File: config.mk
export PLATFORM = sky130hd
export DESIGN_NAME = lenet_scheduler_flat
export DESIGN_NICKNAME = d
export VERILOG_FILES = /design/src/rtl/lenet_pkg.sv /design/src/rtl/lenet_scheduler_if.sv /design/src/rtl/sync_pulse.sv /design/src/rtl/lenet_scheduler.sv /design/src/flat_wrapper.sv
export SDC_FILE = /design/constraint.sdc
export NUM_CORES = 1
export LEC_CHECK = 0
export CORE_MARGIN = 4
export CORE_UTILIZATION = 46
export DETAILED_ROUTE_END_ITERATION = 10
export GPL_TIMING_DRIVEN = 0
export PLACE_DENSITY = 0.73
export SETUP_SLACK_MARGIN = 0.05
export SYNTH_ARGS = -nofsm -noshare
export SYNTH_HDL_FRONTEND = slang
export SYNTH_SLANG_ARGS = --single-unit
File: constraint.sdc
create_clock -name clk -period 2.25 [get_ports clk]
set_input_delay 0.45 -clock clk [delete_from_list [all_inputs] [get_ports clk]]
set_output_delay 0.45 -clock clk [all_outputs]
set_load 0.01 [all_outputs]
File: src/rtl/lenet_pkg.sv
// rtl/lenet_pkg.sv - shared types and constants for the LeNet run scheduler
package lenet_pkg;

    localparam int LENET_DIGIT_W   = 4;
    localparam int LENET_MAX_DIGIT = 9;

    typedef enum logic [2:0] {
        IDLE     = 3'd0,
        LAUNCH   = 3'd1,
        WAIT_ACK = 3'd2,
        RUN      = 3'd3,
        CAPTURE  = 3'd4
    } sched_state_t;

endpackage

File: src/rtl/lenet_scheduler_if.sv
// rtl/lenet_scheduler_if.sv - go/ready/digit handshake between scheduler and lenet engine
interface lenet_scheduler_if;
    import lenet_pkg::*;

    logic                     lenet_go;
    logic                     lenet_ready;
    logic [LENET_DIGIT_W-1:0] lenet_digit;

    modport master (output lenet_go, input lenet_ready, input lenet_digit);
    modport slave  (input lenet_go, output lenet_ready, output lenet_digit);
endinterface

File: src/rtl/sync_pulse.sv
// rtl/sync_pulse.sv - multi-flop synchronizer with rising-edge detect on the synced level
module sync_pulse #(
    parameter int STAGES = 2
) (
    input  logic clk,
    input  logic rst_n,
    input  logic din,
    output logic rise
);
    logic [STAGES-1:0] sync_q;
    logic              prev_q;

    always_ff @(posedge clk or negedge rst_n) begin
        if (!rst_n) begin
            sync_q <= '0;
            prev_q <= 1'b0;
        end else begin
            sync_q <= {sync_q[STAGES-2:0], din};
            prev_q <= sync_q[STAGES-1];
        end
    end

    assign rise = sync_q[STAGES-1] & ~prev_q;
endmodule

File: src/rtl/lenet_scheduler.sv
// rtl/lenet_scheduler.sv - launches one lenet run per frame and filters digits; LENET_WDOG_EN adds a run watchdog
module lenet_scheduler
    import lenet_pkg::*;
#(
    parameter int SYNC_STAGES  = 2,
    parameter int STABLE_COUNT = 3,
    parameter int WDOG_CYCLES  = 1000000,
    parameter int RUN_CNT_W    = 16
) (
    input  logic                     clk,
    input  logic                     rst_n,
    input  logic                     data_ready,
    input  logic                     enable,
    lenet_scheduler_if.master        eng,
    output logic                     frame_lock,
    output logic [LENET_DIGIT_W-1:0] digit_out,
    output logic                     digit_valid,
    output logic [RUN_CNT_W-1:0]     run_count,
    output logic                     overrun,
    output logic                     timeout_err
);
    localparam logic [2:0] ST_IDLE     = IDLE;
    localparam logic [2:0] ST_LAUNCH   = LAUNCH;
    localparam logic [2:0] ST_WAIT_ACK = WAIT_ACK;
    localparam logic [2:0] ST_RUN      = RUN;
    localparam logic [2:0] ST_CAPTURE  = CAPTURE;

    logic [2:0]               state, state_nx;
    logic                     rise, pending, wdog_hit;
    logic [LENET_DIGIT_W-1:0] cand, fcount, fcount_nx;

    sync_pulse #(.STAGES(SYNC_STAGES)) u_sync (
        .clk   (clk),
        .rst_n (rst_n),
        .din   (data_ready),
        .rise  (rise)
    );

`ifdef LENET_WDOG_EN
    logic [31:0] wdog_cnt;

    assign wdog_hit = ((state == ST_WAIT_ACK) || (state == ST_RUN)) &&
                      (wdog_cnt == 32'(WDOG_CYCLES - 1));

    always_ff @(posedge clk or negedge rst_n) begin
        if (!rst_n) begin
            wdog_cnt    <= '0;
            timeout_err <= 1'b0;
        end else begin
            if (state == ST_LAUNCH)
                wdog_cnt <= '0;
            else if ((state == ST_WAIT_ACK) || (state == ST_RUN))
                wdog_cnt <= wdog_cnt + 32'd1;
            if (wdog_hit)
                timeout_err <= 1'b1;
        end
    end
`else
    assign wdog_hit    = 1'b0;
    assign timeout_err = 1'b0;
`endif

    always_comb begin
        state_nx = state;
        case (state)
            ST_IDLE:     if (pending && enable && eng.lenet_ready) state_nx = ST_LAUNCH;
            ST_LAUNCH:   state_nx = ST_WAIT_ACK;
            ST_WAIT_ACK: if (wdog_hit) state_nx = ST_IDLE;
                         else if (!eng.lenet_ready) state_nx = ST_RUN;
            ST_RUN:      if (wdog_hit) state_nx = ST_IDLE;
                         else if (eng.lenet_ready) state_nx = ST_CAPTURE;
            ST_CAPTURE:  state_nx = ST_IDLE;
            default:     state_nx = ST_IDLE;
        endcase
    end

    // A repeat of the candidate saturates; any other valid digit restarts the streak at 1.
    always_comb begin
        fcount_nx = 4'd1;
        if (eng.lenet_digit == cand)
            fcount_nx = (fcount >= 4'(STABLE_COUNT)) ? 4'(STABLE_COUNT) : fcount + 4'd1;
    end

    always_ff @(posedge clk or negedge rst_n) begin
        if (!rst_n) begin
            state        <= ST_IDLE;
            eng.lenet_go <= 1'b0;
            frame_lock   <= 1'b0;
            pending      <= 1'b0;
            overrun      <= 1'b0;
            run_count    <= '0;
            cand         <= '0;
            fcount       <= '0;
            digit_out    <= '0;
            digit_valid  <= 1'b0;
        end else begin
            state        <= state_nx;
            eng.lenet_go <= (state_nx == ST_LAUNCH);
            frame_lock   <= (state_nx != ST_IDLE);

            // An edge landing in LAUNCH refills the slot being consumed, so it is not an overrun.
            if (rise) begin
                pending <= 1'b1;
                if (pending && (state != ST_LAUNCH))
                    overrun <= 1'b1;
            end else if (state == ST_LAUNCH) begin
                pending <= 1'b0;
            end

            if (state == ST_CAPTURE) begin
                run_count <= run_count + 1'b1;
                if (eng.lenet_digit > 4'(LENET_MAX_DIGIT)) begin
                    fcount <= '0;
                end else begin
                    cand   <= eng.lenet_digit;
                    fcount <= fcount_nx;
                    if (fcount_nx == 4'(STABLE_COUNT)) begin
                        digit_out   <= eng.lenet_digit;
                        digit_valid <= 1'b1;
                    end
                end
            end
        end
    end
endmodule

File: src/flat_wrapper.sv
// flat-port wrapper written by rule: the top's interface ports become plain ports
module lenet_scheduler_flat import lenet_pkg::*;
#(
    parameter int SYNC_STAGES  = 2,
    parameter int STABLE_COUNT = 3,
    parameter int WDOG_CYCLES  = 1000000,
    parameter int RUN_CNT_W    = 16
)
  (clk, rst_n, data_ready, enable, frame_lock, digit_out, digit_valid, run_count, overrun, timeout_err, eng_lenet_go, eng_lenet_ready, eng_lenet_digit);
  lenet_scheduler_if eng_i ();
  input  logic clk;
  input  logic rst_n;
  input  logic data_ready;
  input  logic enable;
  output logic frame_lock;
  output logic [LENET_DIGIT_W-1:0] digit_out;
  output logic digit_valid;
  output logic [RUN_CNT_W-1:0] run_count;
  output logic overrun;
  output logic timeout_err;
  output wire logic [$bits(eng_i.lenet_go)-1:0] eng_lenet_go;
  input wire logic [$bits(eng_i.lenet_ready)-1:0] eng_lenet_ready;
  input wire logic [$bits(eng_i.lenet_digit)-1:0] eng_lenet_digit;
  assign eng_lenet_go = eng_i.lenet_go;
  assign eng_i.lenet_ready = eng_lenet_ready;
  assign eng_i.lenet_digit = eng_lenet_digit;
  lenet_scheduler #(.SYNC_STAGES(SYNC_STAGES), .STABLE_COUNT(STABLE_COUNT), .WDOG_CYCLES(WDOG_CYCLES), .RUN_CNT_W(RUN_CNT_W)) u_core (.clk(clk), .rst_n(rst_n), .data_ready(data_ready), .enable(enable), .eng(eng_i), .frame_lock(frame_lock), .digit_out(digit_out), .digit_valid(digit_valid), .run_count(run_count), .overrun(overrun), .timeout_err(timeout_err));
endmodule
==> impl_metrics.yaml, run 1 <==
synthesis:
  synth_area_leaders: "dfrtp_1 58%, xnor2_1 5.2%, xor2_1 4.7%"
  yosys_most_used_dff: "dfrtp_1"
  synth_cells: 129
  avgSynthCellArea_sq_um: 13.01
  syn_nets: 140
  synth_top_area_cell: "dfrtp_1"
  yosysMostFrequentCell: "dfrtp_1"
  syn_area_sq_um: 1678
  yosys.area.top_type_share: 0.5817
  async_flop_share: 1.000
  ys_types: 37
  ys_seq_area_frac: 0.5817
  synth_edf_count: 0
  yosys_warnings: 0
  synth_seq_cells: 39
  synthTopCellsByCount: "39 x dfrtp_1, 10 x nand2_1, 10 x xnor2_1, 9 x xor2_1"
floorplanning:
  num_rows: 21
  dieArea_sq_um: 4678
  initial_core_util: 0.4912
  ioPinCount: 34
  die_w_um: 68.40
  die_h_um: 68.40
  coreArea_sq_um: 3416
setup_path:
  timing.rr.start: "u_core.state[1]"
  cpPeakStageDelay_ns: 0.47
  crit_path_end_kind: "flop"
  cp.arrival_ns: 2.22
  critPathTopFamily: "simple AND/OR/NAND/NOR gates"
  critPathBufInv: 2
  critPathMaxFanout: 5
  worstRegToRegCells: 7
  cp-startpoint: "eng_lenet_digit[1]"
  endpoint: "u_core.digit_out[0]"
  worstReg2RegEnd: "u_core.digit_out[0]"
  worstPathRequired_ns: 2.47
  worst_setup_path_start_kind: "input pin"
  worstPathCellList: "clkdlybuf4s50_1 -> xor2_1 -> nor4_1 -> and3_1 -> buf_6 -> mux2_4"
  path_class: "in -> reg"
  path_depth: 6
  r2r_slack_ns: 0.31
  cp_slowest_cell: "clkdlybuf4s50_1"
drt:
  routed_wl_mm: 2.841
  postRouteAntennaNets: 0
  drtIter0Drc: 54
  wire_per_inst_um: 13.28
  vias: 1072
  vias_per_cell: 5.009
  drc: 0
  first_pass_iters: 5
cts:
  clock_sinks: 39
  cts-buffers-inserted: 5
  path_clk_slew_ns: 0.11
  tritoncts: "yes"
  cts_root_buffer: "clkbuf_4"
  cts_setup_buffers: 0
  clk_latency_ns: 0.33
  cts_max_level: 2
  cts-resized-gates: 0
  clockBufferDepth: 2
  ctsHoldBuffers: 0
global_route:
  grt_max_degree: 40
  grt_overflow: 0
  track_usage: 0.1526
  grt_pass1_vias: 1129
  grt_pass1_wl_mm: 5.188
  antenna_found_initial: 0
power:
  p_sw_frac: 0.2903
  p_comb_frac: 0.247
  switchingPower_mw: 0.4886
  p_int_mw: 1.194
  p_leak_nw: 0.9831
  cellPowerDensity_nw_per_um2: 798.7
  seq_power_share: 0.544
  clkPwrFrac: 0.209
  vdd.ir_drop.worst_v: 0.0005808
timing:
  finalSetupViolations: 0
  fin_skew_ns: 0.008446
  fmax_mhz: 501.3
  slew_violations: 0
  hold_viol_final: 0
  period_share: 0.8865
  fin_tns_setup_ns: 0
  timing.hold.ws_ns: 0.2054
  worst_slew_pin_slew_ns: 0.8397
  rsz0062_at_grt: "no"
  slew-limit-headroom: 0.4402
  fin_crit_ns: 1.995
run_status:
  status: "finished clean"
placement:
  numPortBuffers: 32
  routabilityCongestion: 0.7630
  dp_hpwl_mm: 2.124
  dp.cells: 207
cells_and_area:
  fill_cells: 280
  nNetsFinal: 179
  n_antenna_cell: 0
  area_growth_syn_to_layout_pct: 25.58
  final_cells: 214
  drive_gt1_frac: 0.1786
hold_path:
  hp-class: "in -> async"
run:
  cap_violations: 0
==> state kept, by name (all words and copies together) (netlist names) <==
name / count
u_core.digit_valid: 1
u_core.u_sync.prev_q: 1
u_core.overrun: 1
u_core.run_count: 16
u_core.cand: 4
u_core.pending: 1
u_core.state: 3
u_core.u_sync.sync_q: 2
u_core.eng.lenet_go: 1
u_core.frame_lock: 1
u_core.digit_out: 4
u_core.fcount: 4
==> power groups by stage <==
stage	sequential (mW)	clock, mW	combinational [mW]
after floorplan	0.930	0	0.252
after global placement	0.923	0	0.411
after detailed placement	0.931	0	0.424
after CTS	0.916	0.372	0.426
after global routing	0.937	0.394	0.474
final	0.916	0.351	0.416
==> metal layers <==
layer | global-route usage | up-vias | wire (um)
li1 | - | 520 | -
met1 | 0.1915 | 522 | 1214
met4 | 0.07444 | 0 | 66
met5 | 0 | - | 0
met3 | 0.04105 | 7 | 99
met2 | 0.2420 | 23 | 1460
==> worst min-delay path by stage <==
| stage | start | to | slack, ns |
|---|---|---|---|
| after CTS | rst_n | u_core.run_count[5] | 0.23 |
| after detailed placement | u_core.u_sync.sync_q[0] | u_core.u_sync.sync_q[1] | 0.35 |
| after global placement | u_core.u_sync.sync_q[0] | u_core.u_sync.sync_q[1] | 0.33 |
| final | rst_n | u_core.run_count[5] | 0.21 |
| after floorplan | rst_n | u_core.cand[0] | 0.15 |
| after global routing | rst_n | u_core.run_count[5] | 0.27 |
==> layout by cell type (no fill, tap or decap), types with 2 or more instances in the layout <==
master / Yosys / routed
dfrtp_1: 39 / 39
clkdlybuf4s50_1: 0 / 31
nand2_1: 10 / 10
xnor2_1: 10 / 10
xor2_1: 9 / 9
nand4_1: 5 / 5
nand3_1: 5 / 5
clkbuf_4: 0 / 5
and3_1: 4 / 4
mux2_4: 4 / 4
buf_6: 3 / 3
nor3_1: 3 / 3
mux2_2: 3 / 3
buf_4: 2 / 2
nor3b_1: 2 / 2
and2_2: 2 / 2
inv_1: 2 / 2
and4_1: 2 / 2
nor4_1: 2 / 2
or2_2: 2 / 2
ha_1: 2 / 2
==> stage by stage <==
stage / instance area, sq um / setup slack [ns] / power, mW / utilization
floorplan: 1678 / 0.4149 / 1.182 / -
CTS: 2107 / 0.2863 / 1.714 / 0.6169
global placement: 2056 / -0.09373 / 1.334 / 0.6018
global route: 2107 / 0.08679 / 1.805 / 0.6169
finish: 2107 / 0.2553 / 1.683 / 0.6169
detailed placement: 2051 / -0.06313 / 1.355 / 0.6004
==> kinds of logic (layout without fill, tap and decap cells) <==
kind of cell / count (synthesis) / in the layout / share of synthesized area
buffers and inverters: 7 / 46 / 0.03355
AO/OA/AOI/OAI: 9 / 9 / 0.04102
XOR/XNOR: 19 / 19 / 0.09918
adder cells (fa/ha/maj): 2 / 2 / 0.01491
multiplexers: 7 / 7 / 0.05593
AND/OR/NAND/NOR: 45 / 45 / 0.1715
other: 1 / 1 / 0.002235
flip-flops: 39 / 39 / 0.5817
==> final cells by class <==
type | count | area [sq um] | area share
flip-flops and latches | 39 | 975.9 | 0.4632
inverters | 2 | 7.507 | 0.003563
clock inverters | 1 | 5.005 | 0.002375
clock buffers | 6 | 51.30 | 0.02435
plain buffers | 5 | 48.80 | 0.02316
repair buffers | 32 | 315.3 | 0.1496
multi-input cells | 83 | 645.6 | 0.3064
well taps | 46 | 57.56 | 0.02732
Power figures use the tool's default switching activity.
==> run 2: changes to the inputs <==
CORE_UTILIZATION = 45   (was 46)
PLACE_DENSITY = 0.74   (was 0.73)
clock period = 1.83 ns   (was 2.25 ns; I/O delays follow)
==> run 2 against run 1 <==
Cell count grew 3.7%. Sequential power up 24%. Worst hold slack got worse by 0.037 ns. Cell area up 5.8%. Total power is 35% higher. First-iteration DRC count down 48%. Non-clock buffer count grew 7. Wire length rose by 8.3%. Critical endpoint is now u_core.digit_out[3].
==> impl_metrics.yaml, run 2 (synthesis results as in run 1) <==
cells_and_area:
  n_antenna_cell: 0
  largest-register: "u_core.run_count"
  largest_reg_flops: 16
  mostFrequentLayoutCell: "dfrtp_1"
  area_growth_syn_to_layout_pct: 32.89
  mostFrequentLayoutCells: "38 x dfrtp_1, 28 x clkdlybuf4s50_1, 10 x nand2_1, 10 x xnor2_1"
  finish.utilization: 0.6429
  nNetsFinal: 186
  final_cells: 222
  drive_gt1_frac: 0.2386
cts:
  path_clk_slew_ns: 0.07
  cts_root_buffer: "clkbuf_8"
  clock_sinks: 39
  cts_max_level: 2
  cts-buffers-inserted: 5
  clk_latency_ns: 0.29
  clockBufferDepth: 2
  tritoncts: "yes"
  ctsHoldBuffers: 0
timing:
  fin_crit_ns: 1.781
  slew-limit-headroom: 0.4440
  fin_skew_ns: 0.007972
  finalSetupViolations: 0
  worst_slew_pin_slew_ns: 0.8341
  period_share: 0.9730
  rsz0062_at_grt: "yes"
  fmax_mhz: 561.6
  fin_tns_setup_ns: 0
  hold_viol_final: 0
  slew_violations: 0
  timing.hold.ws_ns: 0.1687
setup_path:
  cpPeakStageDelay_ns: 0.44
  critPathTopFamily: "simple AND/OR/NAND/NOR gates"
  path_class: "reg -> reg"
  critPathBufInv: 2
  worstPathCellList: "or3b_1 -> buf_6 -> nor2_8 -> and3_4 -> buf_6 -> mux2_4"
  worstRegToRegCells: 6
  worst_setup_path_start_kind: "flop"
  cp_slowest_cell: "dfrtp_2"
  path_depth: 6
  cp_common_cell: "buf_6"
  critPathMaxFanout: 6
  crit_path_end_kind: "flop"
  cp.arrival_ns: 1.95
  worstPathRequired_ns: 2.00
global_route:
  grt_overflow: 0
  grt_pass1_vias: 1134
  grt_max_degree: 40
  track_usage: 0.1355
  grt_pass1_wl_mm: 5.168
  antenna_found_initial: 0
drt:
  drc: 0
  vias_per_cell: 5.095
  wire_per_inst_um: 13.86
  vias: 1131
  first_pass_iters: 4
  postRouteAntennaNets: 0
  routed_wl_mm: 3.077
  drtIter0Drc: 28
floorplanning:
  ioPinCount: 34
  num_rows: 21
  die_h_um: 69.06
  initial_core_util: 0.4838
  die_w_um: 69.06
  dieArea_sq_um: 4769
  coreArea_sq_um: 3468
power:
  p_comb_frac: 0.259
  p_int_mw: 1.601
  vdd.ir_drop.worst_v: 0.0004696
  p_leak_nw: 1.057
  switchingPower_mw: 0.6731
  cellPowerDensity_nw_per_um2: 1020
  seq_power_share: 0.501
  p_sw_frac: 0.2960
  clkPwrFrac: 0.240
placement:
  routabilityCongestion: 0.7990
  numPortBuffers: 32
  dp.cells: 207
  dp_hpwl_mm: 2.137
run_status:
  status: "finished clean"
hold_path:
  hp-class: "in -> async"
run:
  cap_violations: 0
run 2: final timing paths:
kind | slack (ns) | end | startpoint
worst max-delay path | 0.05 | u_core.digit_out[3] | u_core.state[0]
worst min-delay path | 0.17 | u_core.run_count[3] | rst_n
worst max register to register | 0.05 | u_core.digit_out[3] | u_core.state[0]
worst min register to register | 0.35 | u_core.u_sync.sync_q[1] | u_core.u_sync.sync_q[0]
max in group asynchronous | 1.07 | u_core.state[0] | rst_n
min in group clk | 0.35 | u_core.u_sync.sync_q[1] | u_core.u_sync.sync_q[0]
run 2: through the flow:
| stage | total power, mW | cell area, sq um | worst slack [ns] |
|---|---|---|---|
| 2_1_floorplan | 1.454 | 1683 | 0.03496 |
| 3_3_place_gp | 1.640 | 2061 | -0.4470 |
| 3_5_place_dp | 1.672 | 2056 | -0.4549 |
| 4_1_cts | 2.262 | 2181 | -0.007932 |
| 5_1_grt | 2.401 | 2230 | 0.006905 |
| 6_report | 2.274 | 2230 | 0.04932 |
run 2: layout make-up:
type	count	area [sq um]
plain buffers	4	41.29
clock buffers	7	76.32
clock inverters	1	5.005
inverters	2	7.507
flip-flops and latches	39	977.2
repair buffers	40	382.9
well taps	46	57.56
fillers	278	1239
multi-input cells	83	681.9
run 2: worst register-to-register path, cell delays in order (launching register included):
cell	delay (ns)
dfrtp_2	0.44
or3b_1	0.39
buf_6	0.16
nor2_8	0.08
and3_4	0.17
buf_6	0.12
mux2_4	0.29
run 2: metal layers:
metal  wire length (um)  vias up  global-route usage
met5                  0        -                   0
met4                 58        0             0.08243
met3                166        6             0.03924
met2               1557       31              0.2119
met1               1295      561              0.1645
li1                   -      533                   -
run 2: power groups by stage:
stage	combinational [mW]	sequential, mW	clock, mW
after floorplan	0.311	1.14	0
after global placement	0.502	1.14	0
after detailed placement	0.521	1.15	0
after CTS	0.568	1.14	0.557
after global routing	0.643	1.16	0.603
final	0.589	1.14	0.545
run 2: repair_timing:
action                                  CTS  global route
buffers inserted                          4             4
resized for setup                         3             7
pin swaps                                 3             3
endpoints found under the setup margin    5             9
